[config.mk]
export PLATFORM = sky130hd
export DESIGN_NAME = wb_axi_bridge
export DESIGN_NICKNAME = d
export VERILOG_FILES = /design/src/rtl/wb_axi_bridge.sv
export SDC_FILE = /design/constraint.sdc
export NUM_CORES = 1
export LEC_CHECK = 0
export ABC_CLOCK_PERIOD_IN_PS = 1800
export CAP_MARGIN = 20
export CORE_ASPECT_RATIO = 0.6
export CORE_UTILIZATION = 33
export DETAILED_ROUTE_END_ITERATION = 8
export PLACE_DENSITY = 0.81
export SLEW_MARGIN = 0
export SYNTH_ARGS = -nofsm -noshare
export SYNTH_HDL_FRONTEND = slang
export SYNTH_SLANG_ARGS = --single-unit
[constraint.sdc]
create_clock -name axis_clk -period 1.8 [get_ports axis_clk]
set_input_delay 0.36 -clock axis_clk [delete_from_list [all_inputs] [get_ports axis_clk]]
set_output_delay 0.36 -clock axis_clk [all_outputs]
set_load 0.01 [all_outputs]
[src/rtl/wb_axi_bridge.sv]
// Wishbone classic slave bridging to one AXI-lite master and N_CH AXI-stream channel pairs.
// Define WB_AXI_TIMEOUT_EN to build the handshake timeout that answers with wbs_err_o.
module wb_axi_bridge #(
  parameter int N_CH    = 2,
  parameter int AXIL_AW = 12,
  parameter int TIMEOUT = 255
) (
  input  logic                  axis_clk,
  input  logic                  axis_rst_n,
  input  logic                  wbs_stb_i,
  input  logic                  wbs_cyc_i,
  input  logic                  wbs_we_i,
  input  logic [3:0]            wbs_sel_i,
  input  logic [31:0]           wbs_adr_i,
  input  logic [31:0]           wbs_dat_i,
  output logic                  wbs_ack_o,
  output logic                  wbs_err_o,
  output logic [31:0]           wbs_dat_o,
  output logic                  awvalid,
  input  logic                  awready,
  output logic [AXIL_AW-1:0]    awaddr,
  output logic                  wvalid,
  input  logic                  wready,
  output logic [31:0]           wdata,
  output logic [3:0]            wstrb,
  output logic                  arvalid,
  input  logic                  arready,
  output logic [AXIL_AW-1:0]    araddr,
  input  logic                  rvalid,
  output logic                  rready,
  input  logic [31:0]           rdata,
  output logic [N_CH-1:0]       ss_tvalid,
  output logic [N_CH-1:0]       ss_tlast,
  input  logic [N_CH-1:0]       ss_tready,
  output logic [32*N_CH-1:0]    ss_tdata,
  input  logic [N_CH-1:0]       sm_tvalid,
  input  logic [N_CH-1:0]       sm_tlast,
  output logic [N_CH-1:0]       sm_tready,
  input  logic [32*N_CH-1:0]    sm_tdata
);

  localparam logic [2:0] S_IDLE = 3'd0;
  localparam logic [2:0] S_LW   = 3'd1;
  localparam logic [2:0] S_LR   = 3'd2;
  localparam logic [2:0] S_SW   = 3'd3;
  localparam logic [2:0] S_SR   = 3'd4;
  localparam logic [2:0] S_STAT = 3'd5;
  localparam logic [2:0] S_ACK  = 3'd6;
  localparam logic [2:0] S_ERR  = 3'd7;

  logic [2:0]         state_q, state_d, fin_state;
  logic               aw_done_q, w_done_q, ar_done_q, abort_q, ack_q, last_q;
  logic [AXIL_AW-1:0] addr_q;
  logic [31:0]        wdat_q, dat_q, sel_data;
  logic [3:0]         sel_q;
  logic [2:0]         ch_q, dec_ch;
  logic [N_CH-1:0]    last_flag_q, ch_oh;
  logic               req, busy, dec_ch_ok, sel_last, timeout;
  logic               aw_hs, w_hs, ar_hs, r_hs, ss_hs, sm_hs, part_hs;
  logic               unused_adr;

  assign unused_adr = ^wbs_adr_i[31:AXIL_AW];

  assign req       = wbs_stb_i & wbs_cyc_i;
  assign dec_ch    = wbs_adr_i[6:4];
  assign dec_ch_ok = (int'(dec_ch) < N_CH);
  assign busy      = (state_q == S_LW) || (state_q == S_LR) ||
                     (state_q == S_SW) || (state_q == S_SR);

  always_comb begin
    ch_oh    = '0;
    sel_data = '0;
    for (int k = 0; k < N_CH; k++) begin
      ch_oh[k] = (ch_q == 3'(k));
      if (ch_q == 3'(k)) sel_data = sm_tdata[32*k +: 32];
    end
  end

  assign sel_last = |(sm_tlast & ch_oh);

  // Valids and readies are pure decodes of registered state, so reset drops them at once.
  assign awvalid   = (state_q == S_LW) && !aw_done_q;
  assign wvalid    = (state_q == S_LW) && !w_done_q;
  assign arvalid   = (state_q == S_LR) && !ar_done_q;
  assign rready    = (state_q == S_LR) && ar_done_q;
  assign ss_tvalid = (state_q == S_SW) ? ch_oh : '0;
  assign ss_tlast  = (state_q == S_SW && last_q) ? ch_oh : '0;
  assign sm_tready = (state_q == S_SR) ? ch_oh : '0;

  always_comb begin
    ss_tdata = '0;
    for (int k = 0; k < N_CH; k++) begin
      if (state_q == S_SW && ch_oh[k]) ss_tdata[32*k +: 32] = wdat_q;
    end
  end

  assign awaddr    = addr_q;
  assign araddr    = addr_q;
  assign wdata     = wdat_q;
  assign wstrb     = sel_q;
  assign wbs_ack_o = ack_q;
  assign wbs_dat_o = dat_q;

  assign aw_hs   = awvalid & awready;
  assign w_hs    = wvalid & wready;
  assign ar_hs   = arvalid & arready;
  assign r_hs    = rready & rvalid;
  assign ss_hs   = |(ss_tvalid & ss_tready);
  assign sm_hs   = |(sm_tready & sm_tvalid);
  assign part_hs = aw_hs | w_hs | ar_hs;

`ifdef WB_AXI_TIMEOUT_EN
  localparam int CNT_W = ($clog2(TIMEOUT + 1) > 8) ? $clog2(TIMEOUT + 1) : 8;
  logic [CNT_W-1:0] cnt_q;
  logic             err_q;

  assign timeout   = busy && !part_hs && (cnt_q == CNT_W'(TIMEOUT - 1));
  assign wbs_err_o = err_q;

  always_ff @(posedge axis_clk or negedge axis_rst_n) begin
    if (!axis_rst_n) begin
      cnt_q <= '0;
      err_q <= 1'b0;
    end else begin
      err_q <= (state_d == S_ERR);
      if (state_d != state_q || part_hs) cnt_q <= '0;
      else if (busy)                     cnt_q <= cnt_q + 1'b1;
    end
  end
`else
  assign timeout   = 1'b0;
  assign wbs_err_o = 1'b0;
`endif

  // An abandoned cycle still finishes its AXI handshake but is not acknowledged.
  assign fin_state = (abort_q || !req) ? S_IDLE : S_ACK;

  always_comb begin
    state_d = state_q;
    case (state_q)
      S_IDLE: begin
        if (req) begin
          if (!wbs_adr_i[7])  state_d = wbs_we_i ? S_LW : S_LR;
          else if (!dec_ch_ok) state_d = S_ACK;
          else if (wbs_we_i)   state_d = S_SW;
          else                 state_d = wbs_adr_i[3] ? S_STAT : S_SR;
        end
      end
      S_LW:    if ((aw_done_q | aw_hs) && (w_done_q | w_hs)) state_d = fin_state;
      S_LR:    if (r_hs)  state_d = fin_state;
      S_SW:    if (ss_hs) state_d = fin_state;
      S_SR:    if (sm_hs) state_d = fin_state;
      S_STAT:  state_d = fin_state;
      default: state_d = S_IDLE;
    endcase
    if (timeout && state_d == state_q) state_d = S_ERR;
  end

  always_ff @(posedge axis_clk or negedge axis_rst_n) begin
    if (!axis_rst_n) begin
      state_q     <= S_IDLE;
      aw_done_q   <= 1'b0;
      w_done_q    <= 1'b0;
      ar_done_q   <= 1'b0;
      abort_q     <= 1'b0;
      ack_q       <= 1'b0;
      last_q      <= 1'b0;
      addr_q      <= '0;
      wdat_q      <= '0;
      sel_q       <= '0;
      ch_q        <= '0;
      dat_q       <= '0;
      last_flag_q <= '0;
    end else begin
      state_q <= state_d;
      ack_q   <= (state_d == S_ACK);
      if (busy && !req) abort_q <= 1'b1;
      case (state_q)
        S_IDLE: begin
          if (req) begin
            addr_q    <= wbs_adr_i[AXIL_AW-1:0];
            wdat_q    <= wbs_dat_i;
            sel_q     <= wbs_sel_i;
            ch_q      <= dec_ch;
            last_q    <= wbs_adr_i[3];
            abort_q   <= 1'b0;
            aw_done_q <= 1'b0;
            w_done_q  <= 1'b0;
            ar_done_q <= 1'b0;
            if (wbs_adr_i[7] && !dec_ch_ok) dat_q <= '0;
          end
        end
        S_LW: begin
          if (aw_hs) aw_done_q <= 1'b1;
          if (w_hs)  w_done_q  <= 1'b1;
        end
        S_LR: begin
          if (ar_hs) ar_done_q <= 1'b1;
          if (r_hs)  dat_q     <= rdata;
        end
        S_SR: begin
          if (sm_hs) begin
            dat_q <= sel_data;
            if (sel_last) last_flag_q <= last_flag_q | ch_oh;
          end
        end
        S_STAT: begin
          dat_q       <= {31'b0, |(last_flag_q & ch_oh)};
          last_flag_q <= last_flag_q & ~ch_oh;
        end
        default: ;
      endcase
      if (state_d == S_ERR) dat_q <= 32'hDEAD_BEEF;
    end
  end

endmodule

==> reports/results.txt <==
status -> finished with violations
violations in the final reports -> negative setup slack
Worst-Skew Late Latency -> 340 ps
post-placement worst setup slack -> -424 ps
routability congestion estimate -> 0.848
post-synthesis adder-cell area fraction -> 0
initial antenna violation count -> 0
Max Cap Violations -> 0
# rows -> 34
multiplexer area fraction after synthesis -> 0.275
largest family of logic cells by synthesized area -> multiplexers
CTS Buffer Depth -> 2
area of the multi-input gates -> 2930 sq um
via count of the first global-routing pass -> 5285
commonest non-fill, non-tap cell in the layout -> clkdlybuf4s50_1
die height -> 97.9 microns
Area Growth Syn to Fin -> 101%
post-synthesis xor/xnor area fraction -> 0
startpoint types -> register
Max VDD drop -> 0.857 mV
most frequent cells in the layout -> 248 x clkdlybuf4s50_1, 89 x dfrtp_1, 78 x mux2_4, 55 x buf_6, 42 x buf_2
gr usage total -> 0.254
Synthesized Nets -> 635
achievable frequency -> 449 MHz
final WL -> 20400 microns
initial core utilization -> 0.344
worst path required time -> 1440 ps
Tcrit/Tclk final -> 1.24
post-synth top area share -> 0.445
clk sink count -> 90
max-slew violation count -> 0
FF-to-FF path depth -> 8
Gate Count Post-Synth -> 456
Final Hold Fails -> 0
DRT Pass-1 Iters -> 4
CTS Root Cell -> clkbuf_16
non-filler cells, final -> 1045
Final setup viols -> 161
antenna-violating nets left -> 0
Pleak -> 4.65 nW
H-tree depth -> 3
DR DRC count -> 0
Placed Cells -> 971
synth warn -> 0
crit path kind -> register to output port
unique cell type count in the Yosys netlist -> 44
Worst Hold Class -> input pin to async pin
Post-synth ARST share -> 1.00
Mean Syn Cell Area -> 11.1 sq um
hold slack -> 26.1 ps
fin nets -> 1021
Slew headroom -> 0.645
cell type with the highest aggregate area in the netlist -> dfrtp_1
Tmin final -> 2230 ps
Seq/Total Area, Yosys -> 0.445
Primary FF master, synth -> dfrtp_1
Fillers -> 1053
Synth Area in Simple Gates -> 0.162
FF+latch count, synth -> 90
complex-gate fraction of the synthesized area -> 0.0614
worst-case clock skew -> 10.4 ps
first-pass GRT wire length -> 31000 microns
Via Count -> 5093
setup ws final -> -426 ps
via/cell ratio -> 4.87
CTS tree -> built
I/O Buffers -> 325
clock buffers created by TritonCTS -> 9
gr ovfl total -> 0
Pwr Total -> 14.9 mW
drt wl/cell -> 19.5 microns
die width -> 162 microns
total die area -> 15800 sq um
cts hold-fix bufs -> 0
CP max FO -> 9
HPWL Detailed -> 12800 microns
RSZ-0062 raised after global routing -> true
CP Capture Type -> output port
initial drt markers -> 308
top post-synthesis cells by area -> dfrtp_1 45%, mux2_2 12%, mux2_4 8.9%
Ports -> 347
antenna cell count -> 0
core area -> 14700 sq um
Slew @ Worst Pin -> 524 ps
largest net degree at the start of global routing -> 91
FF/Latch Area -> 2250 sq um
EDFF count, synth -> 0
pwr dens -> 1470 nW/um^2
CP Data Arrival Time -> 1870 ps
share of layout cells above drive strength 1 -> 0.374
Mapped Area -> 5060 sq um
Reg clk slew, reported paths -> 70 ps
[through the flow]
stage / TNS (ps) / util / cell area [sq um]
4_1_cts: -52710 / 0.677 / 9970
6_report: -49240 / 0.690 / 10200
5_1_grt: -60380 / 0.690 / 10200
2_1_floorplan: -118 / - / 5120
3_5_place_dp: -50480 / 0.590 / 8680
3_3_place_gp: -45590 / 0.590 / 8680
[synth_stat cells (all sizes together) (3+ instances only)]
cell    count
buf        32
clkbuf     13
o21ai      38
and2       68
nand2      39
mux2i      33
a31oi       3
nand2b      4
nor2       12
dfrtp      90
mux2       84
nand3       3
nor2b       3
nor3        3
[logic make-up (layout without fill, tap and decap cells)]
kind of cell    Yosys count  after routing
mux                     117            117
other cells               1              1
flops                    90             90
compound gates           53             53
buf+inv                  47            438
simple gates            148            148
[repair_timing]
action                     in CTS  in global routing
buffers inserted               39                  7
setup endpoints to repair     157                163
pin swaps                      18                 11
cloned                         16                  1
gates resized for setup       444                 37
[layout make-up]
class                           instances  area share
Timing Repair Buffer                  420       0.433
Inverter                                2    0.000739
Tap cell                              198      0.0244
Clock inverter                          6     0.00887
Clock buffer                           10      0.0225
Sequential cell                        90       0.222
Multi-Input combinational cell        319       0.289
[path summary, 6_finish.rpt]
path	slack [ps]	start	endpoint
setup / recovery	-430	state_q[2]$_DFF_PN0_	ss_tdata[39]
hold / removal	30	axis_rst_n	wbs_dat_o[4]$_DFFE_PN0P_
setup reg to reg	-350	state_q[1]$_DFF_PN0_	wbs_dat_o[17]$_DFFE_PN0P_
hold reg to reg	510	wbs_dat_o[30]$_DFFE_PN0P_	wbs_dat_o[30]$_DFFE_PN0P_
max in group asynchronous	1310	axis_rst_n	araddr[4]$_DFFE_PN0P_
min in group axis_clk	510	wbs_dat_o[30]$_DFFE_PN0P_	wbs_dat_o[30]$_DFFE_PN0P_
[worst max-delay path, cell delays in order, from the launching register on]
cell and delay, ps:
dfrtp_1 400, nand3b_1 190, buf_4 160, nor3_4 150, buf_12 160, buf_12 120, buf_4 120, and2_1 110
buf_2 120
[registers in the layout, summed over array words and instances (netlist names), named ones only]
register and flops:
wstrb 4, araddr 12, wdata 32, w_done_q 1
aw_done_q 1, state_q 3, wbs_dat_o 32, wbs_ack_o 1
ar_done_q 1, abort_q 1
[per-layer routing]
metal  global-route usage  vias up  wire, microns
met5                    0        -              0
met4               0.0581        0            226
met3               0.0408       16           1160
met2                0.441      200          10200
met1                0.331     2541           8840
li1                     -     2336              -
[where the power goes]
part / switching, mW / leakage (nW) / total (mW) / internal, mW
clock network: 0.830 / 0.153 / 2.05 / 1.22
registers: 0.814 / 1.13 / 3.76 / 2.94
logic: 3.51 / 3.37 / 9.12 / 5.61
total: 5.15 / 4.65 / 14.9 / 9.77
Power figures use the tool's default switching activity.
